--- src/rtl/mem_pic_arb_pkg.sv ---
// ---------------------------------------------------------------------------
// mem_pic_arb_pkg
// Shared types and defaults for the picture-ROM arbiter slice.
//   arb_state_e : arbiter FSM states (IDLE, CPU_RD, DMA_BURST)
//   owner_e     : who was served last, drives the round-robin tie break
//   DEFAULT_*   : default width / stride / burst limit used by the top
// ---------------------------------------------------------------------------
package mem_pic_arb_pkg;

    typedef enum logic [1:0] {
        IDLE      = 2'd0,
        CPU_RD    = 2'd1,
        DMA_BURST = 2'd2
    } arb_state_e;

    typedef enum logic {
        OWN_CPU = 1'b0,
        OWN_DMA = 1'b1
    } owner_e;

    localparam int DEFAULT_SIZE      = 8;
    localparam int DEFAULT_STRIDE    = 4;
    localparam int DEFAULT_BURST_MAX = 16;

endpackage

--- src/rtl/mem_pic_addr_gen.sv ---
// ---------------------------------------------------------------------------
// mem_pic_addr_gen
// DMA address / beat counter for the picture-ROM arbiter.
//   clk, rst_n : clock, asynchronous active-low reset
//   load       : capture base address and beat count (burst start)
//   base       : burst start address
//   len        : number of beats in the burst (already clamped)
//   step       : one beat was issued this cycle, advance address and count
//   addr       : address of the beat to issue now
//   remaining  : beats still to issue, including the current one
//   last       : the current beat is the final one of the burst
// The address simply wraps modulo 2^SIZE when it runs past the top.
// ---------------------------------------------------------------------------
module mem_pic_addr_gen #(
    parameter int SIZE   = 8,
    parameter int STRIDE = 4,
    parameter int LW     = 5
) (
    input  logic            clk,
    input  logic            rst_n,
    input  logic            load,
    input  logic [SIZE-1:0] base,
    input  logic [LW-1:0]   len,
    input  logic            step,
    output logic [SIZE-1:0] addr,
    output logic [LW-1:0]   remaining,
    output logic            last
);

    logic [SIZE-1:0] addr_q;
    logic [LW-1:0]   rem_q;

    // Load wins over step so a new burst always starts from its own base;
    // when neither is asserted the counter holds, which is what freezes the
    // burst while a preempting CPU read is in progress.
    always_ff @(posedge clk or negedge rst_n) begin
        if (!rst_n) begin
            addr_q <= '0;
            rem_q  <= '0;
        end else if (load) begin
            addr_q <= base;
            rem_q  <= len;
        end else if (step) begin
            addr_q <= addr_q + SIZE'(STRIDE);
            rem_q  <= rem_q - LW'(1);
        end
    end

    assign addr      = addr_q;
    assign remaining = rem_q;
    assign last      = (rem_q == LW'(1));

endmodule

--- src/rtl/mem_pic_arbiter.sv ---
// ---------------------------------------------------------------------------
// mem_pic_arbiter
// Shares the single combinational read port of the picture ROM between the
// CPU data path (single reads) and a pixel DMA (fixed-stride bursts), with
// round-robin arbitration and registered read data back to each requester.
//
// Ports
//   CLK, RST_N          : clock, asynchronous active-low reset
//   CPU_REQ/ADDR        : CPU read request and address (sampled on grant)
//   CPU_GNT             : one-cycle grant pulse
//   CPU_VALID/RDATA     : read data, valid two cycles after the grant
//   DMA_REQ/BASE/LEN    : burst request, start address, beat count
//   DMA_GNT             : one-cycle grant pulse
//   DMA_VALID/RDATA     : beat data, one cycle after each beat address
//   DMA_LAST            : marks the final beat of a burst
//   DMA_BUSY            : burst in flight (cycle after grant .. DMA_LAST)
//   MEM_ADDR / MEM_READ : ROM address out, ROM data in
//
// Build option
//   MEM_PIC_ARB_CPU_PREEMPT_EN : when defined, a CPU request may slip in
//   between two DMA beats; the burst is frozen and resumes afterwards.
//   When undefined, DMA bursts are atomic.
// ---------------------------------------------------------------------------
module mem_pic_arbiter
    import mem_pic_arb_pkg::*;
#(
    parameter  int SIZE      = DEFAULT_SIZE,
    parameter  int STRIDE    = DEFAULT_STRIDE,
    parameter  int BURST_MAX = DEFAULT_BURST_MAX,
    localparam int LW        = $clog2(BURST_MAX) + 1
) (
    input  logic            CLK,
    input  logic            RST_N,
    input  logic            CPU_REQ,
    input  logic [SIZE-1:0] CPU_ADDR,
    output logic            CPU_GNT,
    output logic            CPU_VALID,
    output logic [SIZE-1:0] CPU_RDATA,
    input  logic            DMA_REQ,
    input  logic [SIZE-1:0] DMA_BASE,
    input  logic [LW-1:0]   DMA_LEN,
    output logic            DMA_GNT,
    output logic            DMA_VALID,
    output logic [SIZE-1:0] DMA_RDATA,
    output logic            DMA_LAST,
    output logic            DMA_BUSY,
    output logic [SIZE-1:0] MEM_ADDR,
    input  logic [SIZE-1:0] MEM_READ
);

    arb_state_e      state_q, state_d;
    owner_e          lastOwner_q, lastOwner_d;
    logic            resume_q, resume_d;
    logic [SIZE-1:0] cpuAddr_q;
    logic            cpuValid_q;
    logic [SIZE-1:0] cpuRdata_q;
    logic            dmaValid_q;
    logic            dmaLast_q;
    logic [SIZE-1:0] dmaRdata_q;
    logic            dmaBusy_q;

    logic            cpuGnt;
    logic            dmaGnt;
    logic            dmaStart;
    logic [LW-1:0]   dmaLenClamped;
    logic [SIZE-1:0] genAddr;
    logic [LW-1:0]   genRemaining;
    logic            genLast;
    logic            moreBeats;

    // Beats beyond the current one; false on the final beat of a burst.
    assign moreBeats = (genRemaining > LW'(1));

    // A zero-length request is granted but never starts a burst.
    assign dmaStart = dmaGnt && (dmaLenClamped != '0);

    mem_pic_addr_gen #(
        .SIZE   (SIZE),
        .STRIDE (STRIDE),
        .LW     (LW)
    ) u_addr_gen (
        .clk       (CLK),
        .rst_n     (RST_N),
        .load      (dmaStart),
        .base      (DMA_BASE),
        .len       (dmaLenClamped),
        .step      (state_q == DMA_BURST),
        .addr      (genAddr),
        .remaining (genRemaining),
        .last      (genLast)
    );

    // Arbitration and next-state logic. Grants are combinational so a
    // requester sees its grant in the same cycle it is chosen. The tie break
    // favours whichever side was not served last. Grants are gated by RST_N
    // so every output reads zero while reset is asserted.
    always_comb begin
        cpuGnt        = 1'b0;
        dmaGnt        = 1'b0;
        state_d       = state_q;
        lastOwner_d   = lastOwner_q;
        resume_d      = resume_q;
        dmaLenClamped = (DMA_LEN > LW'(BURST_MAX)) ? LW'(BURST_MAX) : DMA_LEN;
        case (state_q)
            IDLE: begin
                if (RST_N) begin
                    if (CPU_REQ && (!DMA_REQ || lastOwner_q == OWN_DMA)) begin
                        cpuGnt  = 1'b1;
                        state_d = CPU_RD;
                    end else if (DMA_REQ) begin
                        dmaGnt = 1'b1;
                        if (dmaLenClamped != '0) begin
                            state_d = DMA_BURST;
                        end else begin
                            lastOwner_d = OWN_DMA;
                        end
                    end
                end
            end
            CPU_RD: begin
                lastOwner_d = OWN_CPU;
                state_d     = resume_q ? DMA_BURST : IDLE;
                resume_d    = 1'b0;
            end
            DMA_BURST: begin
                if (!moreBeats) begin
                    state_d     = IDLE;
                    lastOwner_d = OWN_DMA;
                end
`ifdef MEM_PIC_ARB_CPU_PREEMPT_EN
                else if (CPU_REQ) begin
                    // The current beat still issues; the CPU read follows
                    // and the burst picks up where it left off.
                    cpuGnt   = 1'b1;
                    state_d  = CPU_RD;
                    resume_d = 1'b1;
                end
`endif
            end
            default: begin
                state_d = IDLE;
            end
        endcase
    end

    // FSM state and all registered outputs. ROM data is captured in the
    // cycle its address is driven and presented with VALID one cycle later;
    // data registers hold their value when nothing new arrives.
    always_ff @(posedge CLK or negedge RST_N) begin
        if (!RST_N) begin
            state_q     <= IDLE;
            lastOwner_q <= OWN_DMA;
            resume_q    <= 1'b0;
            cpuAddr_q   <= '0;
            cpuValid_q  <= 1'b0;
            cpuRdata_q  <= '0;
            dmaValid_q  <= 1'b0;
            dmaLast_q   <= 1'b0;
            dmaRdata_q  <= '0;
            dmaBusy_q   <= 1'b0;
        end else begin
            state_q     <= state_d;
            lastOwner_q <= lastOwner_d;
            resume_q    <= resume_d;
            if (cpuGnt) begin
                cpuAddr_q <= CPU_ADDR;
            end
            cpuValid_q <= (state_q == CPU_RD);
            if (state_q == CPU_RD) begin
                cpuRdata_q <= MEM_READ;
            end
            dmaValid_q <= (state_q == DMA_BURST);
            dmaLast_q  <= (state_q == DMA_BURST) && genLast;
            if (state_q == DMA_BURST) begin
                dmaRdata_q <= MEM_READ;
            end
            if (dmaStart) begin
                dmaBusy_q <= 1'b1;
            end else if (dmaLast_q) begin
                dmaBusy_q <= 1'b0;
            end
        end
    end

    // The ROM address is parked at zero whenever no read is in progress.
    always_comb begin
        case (state_q)
            CPU_RD:    MEM_ADDR = cpuAddr_q;
            DMA_BURST: MEM_ADDR = genAddr;
            default:   MEM_ADDR = '0;
        endcase
    end

    assign CPU_GNT   = cpuGnt;
    assign CPU_VALID = cpuValid_q;
    assign CPU_RDATA = cpuRdata_q;
    assign DMA_GNT   = dmaGnt;
    assign DMA_VALID = dmaValid_q;
    assign DMA_RDATA = dmaRdata_q;
    assign DMA_LAST  = dmaLast_q;
    assign DMA_BUSY  = dmaBusy_q;

endmodule

--- config.mk ---
export PLATFORM = sky130hd
export DESIGN_NAME = mem_pic_arbiter
export DESIGN_NICKNAME = d
export VERILOG_FILES = /design/src/rtl/mem_pic_arb_pkg.sv /design/src/rtl/mem_pic_addr_gen.sv /design/src/rtl/mem_pic_arbiter.sv
export SDC_FILE = /design/constraint.sdc
export NUM_CORES = 1
export LEC_CHECK = 0
export ABC_AREA = 0
export BUFFER_PORTS_ARGS = -buffer_cell sky130_fd_sc_hd__buf_2
export CORE_ASPECT_RATIO = 0.6
export CORE_MARGIN = 2
export CORE_UTILIZATION = 57
export CTS_BUF_LIST = sky130_fd_sc_hd__clkbuf_8
export CTS_CLUSTER_SIZE = 28
export DETAILED_ROUTE_END_ITERATION = 6
export PLACE_DENSITY_LB_ADDON = 0.1
export SYNTH_ARGS = -nofsm -noshare
export SYNTH_HDL_FRONTEND = slang
export SYNTH_SLANG_ARGS = --single-unit
--- constraint.sdc ---
create_clock -name CLK -period 3.2 [get_ports CLK]
set_clock_uncertainty 0.15 [all_clocks]
set_input_delay 0.16 -clock CLK [delete_from_list [all_inputs] [get_ports CLK]]
set_output_delay 0.16 -clock CLK [all_outputs]
set_load 0.005 [all_outputs]
-- Word level (Yosys, flattened, before mapping)
Index checks and enable logic that the tools add are counted.
- word-level logic and storage cells: 64
- output and inout port bits: 30
- flip-flop bits (word level): 44
- input port bits: 33
- equal/unequal tests: 10
- add/subtract/negate cells: 2
- reduce and logical (&&, ||, !) cells: 12
- magnitude comparators: 2
- muxes and demuxes: 27
- operators by type and width (cell ; count):
    8-bit 2-to-1 mux ; 2
    8-bit one-hot mux with 2 select lines ; 1
    5-bit 2-to-1 mux ; 3
    1-bit 2-to-1 mux ; 14
    2-bit 2-to-1 mux ; 5
    2-bit != test (second input constant) ; 5
    8-bit by 3-bit adder with 8-bit output (second input constant) ; 1
    3-bit != test (second input constant) ; 2
    6-bit AND reduction ; 1
    5-bit by 1-bit equality test with 1-bit output (second input constant) ; 1
    5-bit by 1-bit greater-than comparator with 1-bit output (second input constant) ; 1
    5-bit greater-than comparator (second input constant) ; 1
    5-bit nonzero test ; 1
    5-bit by 1-bit subtractor with 5-bit output (second input constant) ; 1
    2-bit one-hot mux with 2 select lines ; 1
    4-bit AND reduction ; 1
    2-bit nonzero test ; 2
    1-bit logical AND ; 3
    1-bit one-hot mux with 3 select lines ; 1
    3-bit nonzero test ; 1
    2-bit by 1-bit equality test with 1-bit output (second input constant) ; 1
    2-bit equality test (second input constant) ; 1
    2-bit zero test ; 1
    1-bit zero test ; 1
    1-bit logical OR ; 1

-- Longest topological paths before layout
- depth in word-level cells: 8
- mapped depth: 7
- gate-level depth less buffers: 6

-- Cells and area by module
Synthesis repeated with hierarchy kept, for this count alone.
- cells, all modules: 183
- area, all modules: 2154.6 um^2
- by module, submodules not included (module ; area each (um^2) ; cells an instance ; seq. area each (um^2) ; times used):
    mem_pic_arbiter ; 1457.6 ; 116 ; 777.0 ; 1
    mem_pic_addr_gen ; 696.9 ; 67 ; 325.3 ; 1

-- Worst setup path before layout
OpenSTA, ideal clock, no wires.
- kind: register to register
- from: reg state_q[0]
- to: reg state_q[0]
- stages on the path, launching flop included: 7
- path slack: 1.448 ns
- library setup time: 0.121 ns
- clock period less this slack: 1.752 ns
- path buffers: 0
- required time: 2.929 ns
- arrival: 1.481 ns
- cells stage by stage: dfrtp_1 -> inv_1 -> ha_1 -> inv_1 -> o311a_1 -> a32o_1 -> a22o_1
- word-level cells in the longest chain between the ends: 3
- elaborated cells between the ends (all ways): 8
- classes of those cells: eq/ne: 5; mux: 1; reduce/logical: 2
- ends and longest elaborated chain (what ; line ; source):
    from (decl) ; mem_pic_arbiter.sv:51 ; arb_state_e state_q, state_d;
    from (signal assigned) ; mem_pic_arbiter.sv:162 ; state_q <= state_d;
    2-bit equality test (*) ; n/a ;
    named net u_addr_gen.step ; mem_pic_addr_gen.sv:24 ; input logic step,
    2-bit != test (no source line) ; n/a ;
    4-bit AND reduction (no source line) ; n/a ;
The timed path passes the listed nets; every way through them passes the cells marked *.
A chain may end at the register's enable or synchronous reset.

-- Worst setup path in the final report
- from: reg state_q[0]
- to: out MEM_ADDR[3]
- word-level cells in the longest chain between the ends: 2
- elaborated cells between the ends (all ways): 3
- classes of those cells: eq/ne: 2; mux: 1
- ends and longest elaborated chain (what ; line ; source):
    2-bit equality test ; n/a ;
    named net u_addr_gen.step ; mem_pic_addr_gen.sv:24 ;
    8-bit one-hot mux with 2 select lines ; mem_pic_arbiter.sv:187 ; case (state_q)
    to (decl) ; mem_pic_arbiter.sv:47 ; output logic [SIZE-1:0] MEM_ADDR,
The timed path passes the listed nets, and every way through them passes these cells.

==> metrics.txt <==
max-cap violation count=0; normalized max-slew margin=a little under half; Synth Instances=177; Critical Path End Type=output port; CP max stage delay=0.44 ns; R2R setup slack=approximately 0.94 ns; crit-path max FO=19; layout cells sized above 1=around two fifths; CP endpoint=MEM_ADDR[3]; clk root buf=clkbuf_8; delay-heaviest family, CP=buffers and inverters; RSZ-0062 raised after global routing=false; Setup-failing EPs final=0; initial antenna violation count=0; slowest CP cell=dfrtp_1; clock transition at the registers of the reported paths=about 0.08 ns; Mapped Area=~2100 um2; drt initial violations=95; worst slew pin tran=0.798 ns; post-CTS setup buffers=0; #FFs+latches synth=44; initial core utilization=between 60% and 70%; largest net degree at the start of global routing=47; Hold Startpoint=DMA_LEN[1]; row cnt=16; Reg-to-Reg Start=state_q[0]; final hold vios=0; total gr overflow=0; Ys Warns=0; routed len/inst=about 16 um; instance count on the critical path=6; antenna viol nets, final=0; Worst EP required=a little under 3 ns; Vias=about 1700; Pwr Density=~900 nW/um2; fmax=~400 MHz; GPL Wtd Cong=approximately 0.83; Net Count, Synth=roughly 220; post-synthesis cell type count=35; Register-to-Register Path Depth=5; period utilization=between 70% and 80%; H-tree level count=2; element type at the critical path start=register; worst path buffer plus inverter count=3; fin crit period=approximately 2.5 ns; overall power=2.48 mW; register area share after synthesis=between 50% and 60%; Via density=approximately 5.5; GR Util All Layers=25.7%; Clock Latency Late Sink=0.30 ns; core area=approximately 3400 um2; synth-to-layout area growth=32.4%; final WL=4990 um; Max Slew Vio Count=0; TritonCTS clock tree=built; Die X=a little over 80 um; worst setup path start=state_q[0]; crit-path cells=inv_1 -> ha_1 -> buf_4 -> a22oi_1 -> nor2b_1 -> buf_2; LEAKAGE=approximately 1.3 nW; crit path kind=register to output port; vias in the first global route=1757; # IOs=63; DR DRC count=0; first-pass GRT wire length=just under 8000 um; most common cell after layout, fill and taps aside=buf_2; setup_tns=0 ns; Hold Path Class=input port to register; Worst VDD drop=614 uV; DIE HEIGHT=between 50 and 60 um; Die Area=about 4200 um2; Pre-antenna DRT Iters=4; fin nets=slightly above 300; data arrival time of the critical path=2.14 ns; clock tree buffer depth=2; post-DP HPWL=~3300 um; commonest non-fill, non-tap cells in the layout=buf_2 (62), dfrtp_1 (43), mux2_2 (26); Mapped Avg Cell Area=approximately 12 um2; Num CTS Buffers=5; buffers added on ports=62; status=complete, no violations; number of clock sinks=between 40 and 50; reg2reg end=u_addr_gen.addr[1]; antenna diode count=0
==> power breakdown <==
group | internal (mW) | switching [mW]
Clock | 0.148 | 0.180
Combinational | 0.587 | 0.524
Sequential | 0.837 | 0.202
==> cells by family (layout without fill, tap and decap cells) <==
family                     count (synthesis)  count (layout)  share of synthesized area [%]
xor gates and xnor gates                   9               9                           3.77
buffers and inverters                     17             106                           3.53
AOI/OAI and AO/OA                         33              33                           11.0
muxes                                     28              28                           15.0
and+or+nand+nor                           39              39                           9.87
DFF                                       44              44                           52.7
adders and majority gates                  7               7                           4.19
==> flip-flops by register name, indices dropped and copies added, names as in the netlist <==
| register | flops |
|---|---|
| DMA_LAST | 1 |
| CPU_VALID | 1 |
| cpuAddr_q | 8 |
| DMA_BUSY | 1 |
| CPU_RDATA | 8 |
| lastOwner_q | 1 |
| state_q | 2 |
| DMA_VALID | 1 |
| u_addr_gen.addr | 8 |
| u_addr_gen.remaining | 5 |
| DMA_RDATA | 8 |
==> final cells by class <==
class | count | area, um2
clock buffer | 5 | 68.8
tap | 45 | 56.3
timing repair buffer | 89 | 576
sequential | 44 | 1100
clock inverter | 2 | 12.5
multi-input combinational | 116 | 916
inverter | 10 | 37.5
fill | 207 | 614
==> synthesized netlist by cell type <==
master	instances	area share, %
nor2b_1	8	2.4
nor3_1	2	0.48
buf_2	5	1.2
mux2_2	26	14
nand3_2	1	0.48
ha_1	7	4.2
nor2_1	9	1.6
xnor2_1	3	1.3
o211ai_1	1	0.36
and3_1	1	0.30
o31ai_2	1	0.60
a221oi_1	1	0.42
a21boi_0	1	0.36
buf_4	1	0.36
nand2b_1	2	0.60
o311a_1	1	0.48
nor4_1	3	0.90
a21oi_1	12	2.9
a22oi_1	8	2.9
clkbuf_1	1	0.18
inv_1	10	1.8
a22o_1	2	0.84
a21bo_2	1	0.48
o31ai_1	1	0.36
dfrtp_1	43	51
nand4_1	2	0.60
a211o_1	1	0.42
nand2_1	9	1.6
xor2_1	6	2.5
or4_4	1	0.54
o21ai_0	2	0.48
mux2i_1	2	0.96
nand3b_1	1	0.36
a32o_1	1	0.48
dfstp_2	1	1.3
==> stage by stage <==
step	hold slack, ns	setup WS, ns	cell area (um2)	cells	utilization (%)
2_1_floorplan	-0.286	1.45	2090	177	-
6_report	0.0227	0.749	2770	311	81.8
3_5_place_dp	0.155	0.984	2440	279	72.0
5_1_grt	0.0351	0.577	2770	311	81.8
3_3_place_gp	0.145	1.10	2440	279	72.0
4_1_cts	0.0193	0.841	2770	311	81.8
==> worst reg2reg max path, cell delays in order, from the launching register on <==
cell	delay [ns]
dfrtp_1	0.44
inv_1	0.10
ha_1	0.31
nand2_1	0.13
a211o_1	0.60
mux2_2	0.43
==> worst min path at each step <==
| stage | to | cells past startpoint |
|---|---|---|
| floorplan | CPU_RDATA[0] | 0 |
| global placement | CPU_RDATA[5] | 2 |
| detailed placement | CPU_RDATA[6] | 2 |
| CTS | u_addr_gen.remaining[1] | 3 |
| global route | u_addr_gen.remaining[1] | 3 |
| finish | u_addr_gen.remaining[1] | 3 |
==> timing repair <==
| action | in CTS | in global routing |
|---|---|---|
| hold buffers | 25 | 0 |
| resized for setup | 0 | 0 |
| endpoints found under the hold margin | 75 | 0 |
==> metal layers <==
layer | global-route usage [%] | wire length (um) | vias to the layer above
li1 | - | - | 799
met2 | 43.8 | 2430 | 63
met5 | 0 | 0 | -
met1 | 30.5 | 2130 | 829
met3 | 6.18 | 305 | 12
met4 | 12.8 | 121 | 0
No activity file was read; power rests on OpenSTA's default activity.
